`src/rtl/symm_pkg.sv`:
```
// symm_pkg: definitions shared by the symmetric-decorrelation stages.
//   DW        element width (signed fixed point, same format as W)
//   NROW/NCOL matrix dimensions
//   elem_t    one matrix element
//   wide_t    one-bit-wider intermediate for add/sub results
//   sat_dw    clamps a wide_t result into the elem_t range
//   state_t   update-stage FSM states
package symm_pkg;

    localparam int DW   = 26;
    localparam int NROW = 4;
    localparam int NCOL = 4;

    typedef logic signed [DW-1:0] elem_t;
    typedef logic signed [DW:0]   wide_t;

    localparam elem_t ELEM_MAX = {1'b0, {(DW-1){1'b1}}};
    localparam elem_t ELEM_MIN = {1'b1, {(DW-1){1'b0}}};

    typedef enum logic {ST_RUN, ST_REPORT} state_t;

    // The top two bits disagree exactly when the value does not fit in DW bits.
    function automatic elem_t sat_dw(input wide_t x);
        if (x[DW] != x[DW-1])
            return x[DW] ? ELEM_MIN : ELEM_MAX;
        return x[DW-1:0];
    endfunction

endpackage

```
`src/rtl/symm_upd_lane.sv`:
```
// symm_upd_lane: one element of the W update, purely combinational.
//   a  in  row element of 1.5*W
//   p  in  row element of W*W'*W
//   w  in  row element of the previous W
//   n  out new element a - (p >>> 1), reduced to DW bits
//   d  out |n - w| as a DW+1 bit unsigned magnitude
// Build option: SYMM_UPD_SAT_EN clamps n on overflow; otherwise n wraps.
module symm_upd_lane
    import symm_pkg::*;
(
    input  logic signed [DW-1:0] a,
    input  logic signed [DW-1:0] p,
    input  logic signed [DW-1:0] w,
    output logic signed [DW-1:0] n,
    output logic        [DW:0]   d
);

    wide_t diff;

`ifdef SYMM_UPD_SAT_EN
    wide_t n_full;
    // Arithmetic shift floors, so -3 >>> 1 is -2.
    assign n_full = wide_t'(a) - wide_t'(p >>> 1);
    assign n      = sat_dw(n_full);
`else
    // Wrapping build: DW-bit arithmetic already yields the low DW bits.
    assign n      = a - (p >>> 1);
`endif

    // The delta is taken on the reduced n, so a wrapped/clamped result
    // shows up as a large change and blocks convergence.
    assign diff = wide_t'(n) - wide_t'(w);
    assign d    = diff[DW] ? -diff : diff;

endmodule

```
`src/rtl/symm_upd.sv`:
```
// symm_upd: final update stage, W_new = 1.5*W - 0.5*(W*W'*W), one row per beat.
//   clk_upd, rst_upd            clock, synchronous active-high reset
//   in_valid/in_ready           input row handshake
//   ia0..3, ip0..3, iw0..3      rows of 1.5*W, W*W'*W, previous W
//   out_valid/out_ready         output row handshake
//   ow0..3, orow                new W row and its row index
//   done, converged             one-cycle end-of-matrix report; converged
//                               is set when max |W_new - W_old| <= TOL
// Build option: SYMM_UPD_SAT_EN selects saturation instead of wrap.
module symm_upd
    import symm_pkg::*;
#(
    parameter logic signed [DW-1:0] TOL = 26'sd16
)(
    input  logic                 clk_upd,
    input  logic                 rst_upd,
    input  logic                 in_valid,
    output logic                 in_ready,
    input  logic signed [DW-1:0] ia0,
    input  logic signed [DW-1:0] ia1,
    input  logic signed [DW-1:0] ia2,
    input  logic signed [DW-1:0] ia3,
    input  logic signed [DW-1:0] ip0,
    input  logic signed [DW-1:0] ip1,
    input  logic signed [DW-1:0] ip2,
    input  logic signed [DW-1:0] ip3,
    input  logic signed [DW-1:0] iw0,
    input  logic signed [DW-1:0] iw1,
    input  logic signed [DW-1:0] iw2,
    input  logic signed [DW-1:0] iw3,
    output logic                 out_valid,
    input  logic                 out_ready,
    output logic signed [DW-1:0] ow0,
    output logic signed [DW-1:0] ow1,
    output logic signed [DW-1:0] ow2,
    output logic signed [DW-1:0] ow3,
    output logic [1:0]           orow,
    output logic                 done,
    output logic                 converged
);

    logic [NCOL-1:0][DW-1:0] a_v, p_v, w_v, n_v, ow_q;
    logic [NCOL-1:0][DW:0]   d_v;
    logic [DW:0]             row_dmax, max_d;
    logic [1:0]              row;
    logic                    in_fire, out_fire, last_out;
    state_t                  state, state_nx;

    assign a_v = {ia3, ia2, ia1, ia0};
    assign p_v = {ip3, ip2, ip1, ip0};
    assign w_v = {iw3, iw2, iw1, iw0};

    for (genvar i = 0; i < NCOL; i++) begin : g_lane
        symm_upd_lane u_lane (
            .a (a_v[i]),
            .p (p_v[i]),
            .w (w_v[i]),
            .n (n_v[i]),
            .d (d_v[i])
        );
    end

    always_comb begin
        row_dmax = '0;
        for (int i = 0; i < NCOL; i++)
            if (d_v[i] > row_dmax) row_dmax = d_v[i];
    end

    assign in_ready = (state == ST_RUN) && (!out_valid || out_ready);
    assign in_fire  = in_valid && in_ready;
    assign out_fire = out_valid && out_ready;
    assign last_out = out_fire && (orow == 2'd3);

    assign ow0 = ow_q[0];
    assign ow1 = ow_q[1];
    assign ow2 = ow_q[2];
    assign ow3 = ow_q[3];

    always_ff @(posedge clk_upd) begin
        if (rst_upd) state <= ST_RUN;
        else         state <= state_nx;
    end

    always_comb begin
        state_nx = state;
        case (state)
            ST_RUN:    if (last_out) state_nx = ST_REPORT;
            ST_REPORT: state_nx = ST_RUN;
            default:   state_nx = ST_RUN;
        endcase
    end

    always_ff @(posedge clk_upd) begin
        if (rst_upd) begin
            ow_q      <= '0;
            orow      <= '0;
            out_valid <= 1'b0;
            row       <= '0;
            max_d     <= '0;
            done      <= 1'b0;
            converged <= 1'b0;
        end else begin
            // max_d already holds row 3 when its output handshake happens.
            done      <= last_out;
            converged <= last_out && (max_d <= {1'b0, TOL});
            if (in_fire) begin
                ow_q      <= n_v;
                orow      <= row;
                row       <= row + 2'd1;
                out_valid <= 1'b1;
                // Row 0 of the next matrix can be accepted on the same edge
                // as the row-3 output handshake, so it restarts the max
                // instead of folding into the previous matrix.
                if (row == 2'd0 || row_dmax > max_d)
                    max_d <= row_dmax;
            end else begin
                if (out_fire)
                    out_valid <= 1'b0;
                if (state == ST_REPORT && row == 2'd0)
                    max_d <= '0;
            end
        end
    end

endmodule

```
`config.mk`:
```
export PLATFORM = sky130hd
export DESIGN_NAME = symm_upd
export DESIGN_NICKNAME = d
export VERILOG_FILES = /design/src/rtl/symm_pkg.sv /design/src/rtl/symm_upd_lane.sv /design/src/rtl/symm_upd.sv
export SDC_FILE = /design/constraint.sdc
export NUM_CORES = 1
export LEC_CHECK = 0
export CAP_MARGIN = 30
export CORE_ASPECT_RATIO = 0.9
export CORE_UTILIZATION = 45
export DETAILED_ROUTE_END_ITERATION = 8
export GPL_TIMING_DRIVEN = 0
export PLACE_DENSITY = 0.7
export SLEW_MARGIN = 5
export SYNTH_ARGS = -nofsm -noshare
export SYNTH_HDL_FRONTEND = slang
export SYNTH_HIERARCHICAL = 1
export SYNTH_SLANG_ARGS = --single-unit
```
`constraint.sdc`:
```
create_clock -name clk_upd -period 26.4 [get_ports clk_upd]
set_clock_uncertainty 0.15 [all_clocks]
set_input_delay 7.92 -clock clk_upd [delete_from_list [all_inputs] [get_ports clk_upd]]
set_output_delay 7.92 -clock clk_upd [all_outputs]
set_load 0.005 [all_outputs]
```
==> metrics.csv, run 1 <==
stage,metric,value,unit
die,Ports,426,
yosys,Mapped Area,23900,µm²
die,Die Y,220,µm
timing,slew margin rel.,35.6,%
critical_path,CP Class,in2reg,
critical_path,CP most frequent cell,a21oi_1,
route,initial DRC count,1769,
route,detailed-router iteration count before antenna repair,5,
timing,RSZ-0062 raised after global routing,false,
placement,pre-CTS setup slack,3.13,ns
yosys,dominant synthesized flop cell,dfxtp_1,
grt,largest net degree at the start of global routing,17,
cells_and_area,# diodes,0,
clock_network,clk root buf,clkbuf_16,
clock_network,CTS Buffer Depth,2,
clock_network,CTS Buf Count,17,
route,vias per cell,5.58,
timing,setup tns final,0,ns
grt,vias in the first global route,23140,
die,die area,54000,µm²
placement,Detailed Place HPWL,63600,µm
yosys,asr flop ratio synth,0,%
hold_path,Hold WC Path Type,reg2reg,
yosys,Synth area leaders,"ha_1 (17%), dfxtp_1 (12%), a21oi_1 (7.2%), nand2_1 (6.5%), inv_1 (5.9%)",
cells_and_area,fraction of layout cells with a size suffix above 1,5.44,%
placement,Port Buf Inserts,421,
placement,placed insts,4498,
route,DR vias,25264,
timing,"Worst Setup Slack, final",3.49,ns
timing,fmax,43.6,MHz
die,FP Rows,79,
route,Final ANT Viol Nets,0,
clock_network,clk sinks,139,
cells_and_area,"non-filler cells, final",4530,
timing,actual slew at the worst max-slew pin,0.958,ns
route,M1 WL,36200,µm
route,DR WL met2,34300,µm
route,metal3 WL,3510,µm
route,DR WL/cell,16.7,µm
clock_network,Max H-tree Level,4,
critical_path,crit end category,register,
grt,initial antenna violation count,0,
timing,fin crit share,86.8,%
yosys,synth unique cells,103,
placement,Routability Congestion,0.961,
die,Initial Util,45.9,%
yosys,Post-Syn Instances,3386,
clock_network,CTS tree,yes,
yosys,Synth top area share,16.6,%
run,max cap viols,0,
route,Routed WL,75500,µm
timing,Tmin final,22.91,ns
yosys,syn nets,4027,
yosys,Post-synth EDFFs,0,
clock_network,Post-CTS Setup Inserts,0,
yosys,syn_area_per_cell,7.05,µm²
yosys,Yosys warnings,6,
clock_network,clock-pin transition on the worst setup and hold timing paths,0.06,ns
critical_path,CP Max Fanout,10,
route,top layer in use,met4,
yosys,Synth area leader,ha_1,
clock_network,post_cts resized,0,
cells_and_area,Layout fillers,5133,
grt,Total Routing Usage GR,27.4,%
cells_and_area,Final #Nets,4470,
timing,Final Hold Vio Count,0,
die,core area,52000,µm²
yosys,synthesis-stage register bit count,139,
clock_network,CTS Hold Bufs,0,
route,# DRC,0,
critical_path,Required @ worst endpoint,26.66,ns
yosys,"Seq/Total Area, Yosys",11.7,%
grt,first-pass GRT wire length,120000,µm
outcome,status,finished clean,
clock_network,worst skew pair latency,0.50,ns
critical_path,startpoint class of the critical path,input port,
die,Die X,245,µm
grt,total congestion overflow,0,
critical_path,CP arrival,23.17,ns
critical_path,"slowest stage delay, CP",0.56,ns
critical_path,Worst path slowest cell,nor3_1,
timing,final setup vio count,0,
cells_and_area,area growth from synthesis to final layout,23.9,%
timing,fin. max-slew vios,0,
[cells by family (layout without fill, tap and decap cells)]
| kind of cell | Yosys count | after routing | share of synthesized area [%] |
|---|---|---|---|
| compound gates | 1156 | 1156 | 32.5 |
| simple gates | 1011 | 1011 | 20.7 |
| fa+ha+maj | 325 | 325 | 17.3 |
| flops | 139 | 139 | 11.7 |
| mux | 5 | 5 | 0.210 |
| xor+xnor | 239 | 239 | 8.87 |
| buf+inv | 511 | 967 | 8.69 |
[final cells by class]
cell class	count	area [µm²]	area share [%]
repair buffers	424	4260	14.4
clock buffers	19	453	1.53
plain buffers	137	671	2.27
inverters	374	1400	4.75
multi-input cells	2736	19000	64.3
flip-flops and latches	139	2780	9.41
well taps	688	861	2.91
clock inverters	13	139	0.470
[cells in the final DEF (no fill, tap or decap), types with 45 or more instances in the layout]
cell type and instances:
nand3_1 65, nand4_1 49, clkbuf_1 73, nand2_1 411
xor2_1 77, nor3_1 54, o21ai_1 45, xnor2_1 159
ha_1 317, inv_1 374, a21oi_1 345, o211ai_1 71
o21ai_0 187, nor2_1 208, clkdlybuf4s50_1 421, dfxtp_1 139
a211oi_1 62, a21o_1 53, o21a_1 52
[synth_stat cells (all sizes together), types with 24 or more instances]
library cell,number
nor2,209
nand2b,40
o31ai,27
clkbuf,77
a31oi,44
a21oi,349
xor2,77
ha,317
nand3,66
xnor2,162
o21ai,234
o21bai,41
nor2b,24
o211ai,74
o21a,52
and3,32
a21o,54
a32oi,27
nor3,57
a211oi,93
nand4,52
inv,374
nor4,24
nand2,411
dfxtp,139
buf,60
[layer usage]
layer  vias to the layer above  track usage (%)
met4                         0             7.69
li1                      13042                -
met1                     11508             37.4
met5                         -                0
met2                       642             45.3
met3                        72             3.09
[through the flow]
| stage | hold WS (ns) | utilization (%) | cell area [µm²] |
|---|---|---|---|
| after floorplan | 0.275 | - | 23900 |
| after global placement | 0.291 | 55.7 | 28900 |
| after detailed placement | 0.296 | 55.7 | 29000 |
| after CTS | 0.305 | 56.9 | 29600 |
| after global routing | 0.318 | 56.9 | 29600 |
| final | 0.303 | 56.9 | 29600 |
[worst paths after layout]
kind         startpoint  endpoint  slack [ns]  cells after the start
max              ip0[2]  max_d[8]        3.49                     63
min reg2reg     ow2[18]   ow2[18]        0.30                      2
max reg2reg   max_d[26]  max_d[8]       23.19                     11
min             ow2[18]   ow2[18]        0.30                      2
[state kept, by name, summed over array words and instances, names as in the netlist]
| register | cells |
|---|---|
| ow2 | 26 |
| state | 1 |
| max_d | 27 |
| row | 2 |
| done | 1 |
| out_valid | 1 |
| converged | 1 |
| ow1 | 26 |
| ow3 | 26 |
| orow | 2 |
| ow0 | 26 |
[worst max-delay path, delay by kind of cell]
kind                       cells  cell delay (ns)
and+or+nand+nor               13             3.39
AOI/OAI and AO/OA             29             6.37
buffers and inverters         14             3.51
xor gates and xnor gates       1             0.16
adders and majority gates      6             1.77
Power of run 1 is left out: the tool's default activity adds up to more than one toggle a clock period on the data nets, which glitch-free logic cannot reach.
==> run 2: changes to the inputs <==
==> constraint.sdc (replaced) <==
create_clock -name clk_upd -period 26.4 [get_ports clk_upd]
set_clock_uncertainty 0.15 [all_clocks]
set_input_delay 7.92 -clock clk_upd [delete_from_list [all_inputs] [get_ports clk_upd]]
set_output_delay 7.92 -clock clk_upd [all_outputs]
set_load 0.1 [all_outputs]
==> run 2 against run 1 <==
Worst hold slack worse by 0.0016 ns. Critical endpoint unchanged. Non-clock buffer count increased by 2. Via count barely moved.
==> metrics.csv, run 2 (synthesized netlist as in run 1, its figures left out) <==
stage,metric,value,unit,change
critical_path,crit end category,register,,unchanged
critical_path,CP Class,in2reg,,unchanged
cells_and_area,fraction of layout cells with a size suffix above 1,5.49,%,was 5.44%
cells_and_area,most frequent cells in the layout,"clkdlybuf4s50_1 (421), nand2_1 (411), inv_1 (374)",,unchanged
critical_path,Worst Reg2Reg Path Length in Cells,11,,unchanged
grt,initial antenna violation count,3,,was 0
cells_and_area,flip-flop and latch area,2780,µm²,unchanged
timing,Tmin final,22.84,ns,was 22.91 ns
die,FP Rows,79,,unchanged
die,die area,54000,µm²,unchanged
clock_network,Post-CTS Setup Inserts,0,,unchanged
grt,largest net degree at the start of global routing,17,,unchanged
timing,RSZ-0062 raised after global routing,false,,unchanged
clock_network,Max H-tree Level,4,,unchanged
cells_and_area,post-route cell area,29600,µm²,about the same
clock_network,post_cts resized,0,,unchanged
timing,fmax,43.8,MHz,was 43.6 MHz
grt,vias in the first global route,23168,,was 23140
critical_path,R2R Path End,max_d[8],,unchanged
route,Routed WL,75100,µm,was 75500 µm
grt,Total Routing Usage GR,27.4,%,about the same
cells_and_area,Layout fillers,5145,,was 5133
timing,final setup vio count,0,,unchanged
route,DR vias,25271,,was 25264
grt,first-pass GRT wire length,120000,µm,about the same
clock_network,clock-pin transition on the worst setup and hold timing paths,0.06,ns,about the same
route,vias per cell,5.57,,was 5.58
critical_path,Worst path slowest cell,o32ai_1,,was nor3_1
clock_network,worst skew pair latency,0.49,ns,was 0.50 ns
run,max cap viols,0,,unchanged
cells_and_area,Multi-input gate area,19000,µm²,unchanged
cells_and_area,Final #Nets,4472,,was 4470
timing,"Worst Setup Slack, final",3.56,ns,was 3.49 ns
critical_path,CP most frequent cell,a21oi_1,,unchanged
hold_path,hold depth,2,,unchanged
die,Die X,245,µm,unchanged
die,Initial Util,45.9,%,unchanged
cells_and_area,max reg flops,27,,unchanged
hold_path,HP Start,ow3[5],,was ow2[18]
clock_network,clk root buf,clkbuf_16,,unchanged
cells_and_area,area growth from synthesis to final layout,24.2,%,was 23.9%
hold_path,Hold WC Path Type,reg2reg,,unchanged
placement,pre-CTS setup slack,3.20,ns,was 3.13 ns
route,DR WL/cell,16.6,µm,was 16.7 µm
placement,Port Buf Inserts,421,,unchanged
timing,Final Hold Vio Count,0,,unchanged
clock_network,CTS tree,yes,,unchanged
timing,fin. max-slew vios,0,,unchanged
grt,total congestion overflow,0,,unchanged
clock_network,CTS Buf Count,17,,unchanged
timing,slew margin rel.,30.7,%,was 35.6%
clock_network,CTS Hold Bufs,0,,unchanged
timing,actual slew at the worst max-slew pin,1.04,ns,was 0.958 ns
clock_network,clk sinks,139,,unchanged
route,detailed-router iteration count before antenna repair,7,,was 5
outcome,status,finished clean,,unchanged
placement,Detailed Place HPWL,63400,µm,was 63600 µm
critical_path,CP Max Fanout,10,,unchanged
route,Final ANT Viol Nets,0,,unchanged
critical_path,"slowest stage delay, CP",0.55,ns,was 0.56 ns
cells_and_area,"commonest non-fill, non-tap cell in the layout",clkdlybuf4s50_1,,unchanged
critical_path,startpoint class of the critical path,input port,,unchanged
timing,Final Hold Slack,0.302,ns,was 0.303 ns
die,core area,52000,µm²,unchanged
route,initial DRC count,1893,,was 1769
die,Ports,426,,unchanged
clock_network,CTS Buffer Depth,2,,unchanged
critical_path,flop-to-flop setup slack,23.22,ns,was 23.19 ns
critical_path,CP arrival,23.09,ns,was 23.17 ns
route,# DRC,0,,unchanged
die,Die Y,220,µm,unchanged
timing,fin crit share,86.5,%,was 86.8%
placement,Routability Congestion,0.961,,unchanged
cells_and_area,Biggest register,max_d,,unchanged
placement,DP Area,29000,µm²,about the same
critical_path,Required @ worst endpoint,26.65,ns,was 26.66 ns
hold_path,hold path endpoint,ow3[5],,was ow2[18]
critical_path,Critical R2R Launch,max_d[26],,unchanged
timing,setup tns final,0,ns,unchanged
==> run 2: cell types whose count changed in the layout (fill, tap and decap cells not counted) <==
| cell | change |
|---|---|
| buf_16 | +2 |
| diode_2 | +2 |
==> run 2: worst max path at each step <==
stage                start        end  depth (start not counted)  slack, ns
floorplan           ip0[2]  max_d[18]                         64       6.68
CTS                 ip0[2]  max_d[20]                         63       3.65
global route        ip0[2]  max_d[19]                         63       2.34
detailed placement  ip0[2]  max_d[14]                         63       3.20
global placement    ip0[2]   max_d[5]                         63       3.20
finish              ip0[2]   max_d[8]                         63       3.56
==> run 2: per-layer routing <==
metal / global-route usage [%] / routed length [µm] / share of wire, %
met1: 37.1 / 35500 / 47
met2: 45.2 / 33900 / 45
met3: 3.75 / 3970 / 5.3
met4: 7.69 / 1690 / 2.3
met5: 0 / 13 / 0.017
==> run 2: through the flow <==
stage | utilization [%] | instances
3_5_place_dp | 55.8 | 4500
6_report | 57.0 | 4534
2_1_floorplan | - | 3386
5_1_grt | 57.0 | 4533
3_3_place_gp | 55.7 | 4495
4_1_cts | 57.0 | 4532
==> run 2: cell type report <==
type | count | share of cell area [%]
Tap cell | 688 | 2.91
Buffer | 137 | 2.26
Inverter | 374 | 4.74
Clock buffer | 19 | 1.53
Antenna cell | 2 | 0.0169
Sequential cell | 139 | 9.39
Clock inverter | 13 | 0.469
Timing Repair Buffer | 426 | 14.5
Multi-Input combinational cell | 2736 | 64.1
==> run 2: critical path, delay by kind of cell <==
family	cells	cell delay (ns)
adder cells (fa/ha/maj)	6	1.75
XOR/XNOR	1	0.17
AND/OR/NAND/NOR	13	3.30
buffers and inverters	14	3.49
AO/OA/AOI/OAI	29	6.39
Power of run 2 is left out for the same reason.
==> run 3: changes to the inputs <==
--- a/config.mk
+++ b/config.mk
@@ -7,6 +7,7 @@
 export LEC_CHECK = 0
 export CAP_MARGIN = 30
 export CORE_ASPECT_RATIO = 0.9
+export CORE_MARGIN = 4
 export CORE_UTILIZATION = 45
 export DETAILED_ROUTE_END_ITERATION = 8
 export GPL_TIMING_DRIVEN = 0
==> run 3 against run 2 <==
Worst setup slack worse by 0.23 ns. First-iteration DRC count down 3.2%. Utilization down 0.12 points. Sequential share of layout area about the same. Register-to-register slack worse by 0.09 ns. Wire length up 1.4%. Critical path depth down 3. Via count up 0.75%. Critical path type unchanged. Highest routed layer is now met4.
==> metrics.csv, run 3 (synthesized netlist as in run 1, its figures left out) <==
stage,metric,value,unit,change
outcome,status,finished clean,,unchanged
critical_path,Worst path slowest cell,a211oi_2,,was o32ai_1
timing,fin. max-slew vios,0,,unchanged
clock_network,Post-CTS Setup Inserts,0,,unchanged
timing,Tmin final,23.07,ns,was 22.84 ns
critical_path,CP Max Fanout,10,,unchanged
cells_and_area,Layout fillers,5079,,was 5145
timing,setup tns final,0,ns,unchanged
hold_path,Hold WC Path Type,reg2reg,,unchanged
grt,Total Routing Usage GR,25.6,%,was 27.4%
critical_path,"slowest stage delay, CP",0.62,ns,was 0.55 ns
die,Die Y,226,µm,was 220 µm
critical_path,CP arrival,23.34,ns,was 23.09 ns
critical_path,crit end category,register,,unchanged
route,detailed-router iteration count before antenna repair,6,,was 7
die,die area,56800,µm²,was 54000 µm²
timing,fin crit share,87.4,%,was 86.5%
cells_and_area,max reg flops,27,,unchanged
clock_network,worst skew pair latency,0.51,ns,was 0.49 ns
clock_network,clk root buf,clkbuf_16,,unchanged
grt,initial antenna violation count,2,,was 3
timing,final setup vio count,0,,unchanged
route,Final ANT Viol Nets,0,,unchanged
route,# DRC,0,,unchanged
timing,RSZ-0062 raised after global routing,false,,unchanged
die,Ports,426,,unchanged
cells_and_area,most frequent cells in the layout,"clkdlybuf4s50_1 (421), nand2_1 (411), inv_1 (374)",,unchanged
placement,Detailed Place HPWL,64700,µm,was 63400 µm
clock_network,CTS Buffer Depth,2,,unchanged
cells_and_area,Biggest register,max_d,,unchanged
grt,largest net degree at the start of global routing,17,,unchanged
die,Die X,251,µm,was 245 µm
clock_network,Max H-tree Level,4,,unchanged
grt,first-pass GRT wire length,120000,µm,about the same
grt,total congestion overflow,0,,unchanged
route,initial DRC count,1833,,was 1893
timing,Final Hold Vio Count,0,,unchanged
route,vias per cell,5.62,,was 5.57
cells_and_area,Final #Nets,4473,,was 4472
clock_network,clock-pin transition on the worst setup and hold timing paths,0.07,ns,was 0.06 ns
clock_network,CTS tree,yes,,unchanged
placement,Routability Congestion,0.936,,was 0.961
clock_network,CTS Buf Count,17,,unchanged
critical_path,startpoint class of the critical path,input port,,unchanged
placement,Port Buf Inserts,421,,unchanged
grt,vias in the first global route,23208,,was 23168
critical_path,CP Class,in2reg,,unchanged
timing,fmax,43.3,MHz,was 43.8 MHz
clock_network,clk sinks,139,,unchanged
cells_and_area,"commonest non-fill, non-tap cell in the layout",clkdlybuf4s50_1,,unchanged
route,Routed WL,76200,µm,was 75100 µm
cells_and_area,area growth from synthesis to final layout,24.1,%,was 24.2%
clock_network,post_cts resized,0,,unchanged
cells_and_area,fraction of layout cells with a size suffix above 1,5.51,%,was 5.49%
critical_path,Required @ worst endpoint,26.67,ns,was 26.65 ns
run,max cap viols,0,,unchanged
die,FP Rows,79,,unchanged
route,DR vias,25461,,was 25271
clock_network,CTS Hold Bufs,0,,unchanged
die,Initial Util,45.8,%,was 45.9%
route,DR WL/cell,16.8,µm,was 16.6 µm
timing,actual slew at the worst max-slew pin,1.05,ns,was 1.04 ns
timing,slew margin rel.,30.0,%,was 30.7%
die,core area,52100,µm²,was 52000 µm²
## run 3: cell types whose count changed in the layout (fill, tap and decap cells not counted), moves of 2 or more
cell / delta
inv_6: +2
clkinvlp_4: +3
clkbuf_8: -2
bufinv_16: -2
inv_8: +3
clkinv_2: -3
## run 3: layout make-up
cell class / instances / area (µm²) / share of cell area [%]
Antenna cell: 1 / 2.50 / 0.00845
Buffer: 137 / 671 / 2.26
Clock buffer: 17 / 425 / 1.44
Clock inverter: 15 / 129 / 0.435
Inverter: 374 / 1400 / 4.74
Multi-Input combinational cell: 2736 / 19000 / 64.2
Sequential cell: 139 / 2780 / 9.39
Tap cell: 688 / 861 / 2.91
Timing Repair Buffer: 427 / 4340 / 14.7
## run 3: metrics by stage
stage	utilization [%]	area [µm²]	instances	hold slack [ns]	setup slack [ns]
6_report	56.9	29600	4534	0.303	3.33
5_1_grt	56.9	29600	4533	0.318	2.23
4_1_cts	56.9	29600	4533	0.305	3.61
3_5_place_dp	55.8	29100	4501	0.295	3.13
3_3_place_gp	55.6	28900	4495	0.291	3.17
2_1_floorplan	-	23900	3386	0.275	6.68
## run 3: final timing paths
path | start | to | slack, ns | cells after the start
setup / recovery | ia0[0] | max_d[22] | 3.33 | 60
hold / removal | ow0[11] | ow0[11] | 0.30 | 2
setup reg to reg | max_d[24] | max_d[22] | 23.13 | 11
hold reg to reg | ow0[11] | ow0[11] | 0.30 | 2
## run 3: critical path: cells and delay by family
family	cells	cell delay, ns
adders and majority gates	7	2.17
AOI/OAI and AO/OA	30	7.31
buffers and inverters	12	3.12
and+or+nand+nor	10	2.22
xor gates and xnor gates	1	0.55
## run 3: metal layers
| metal | routed length [µm] | GRT usage [%] |
|---|---|---|
| met1 | 35500 | 34.6 |
| met2 | 34400 | 42.1 |
| met3 | 4120 | 4.19 |
| met4 | 2150 | 7.87 |
| met5 | 0 | 0 |
Power of run 3 is left out for the same reason.
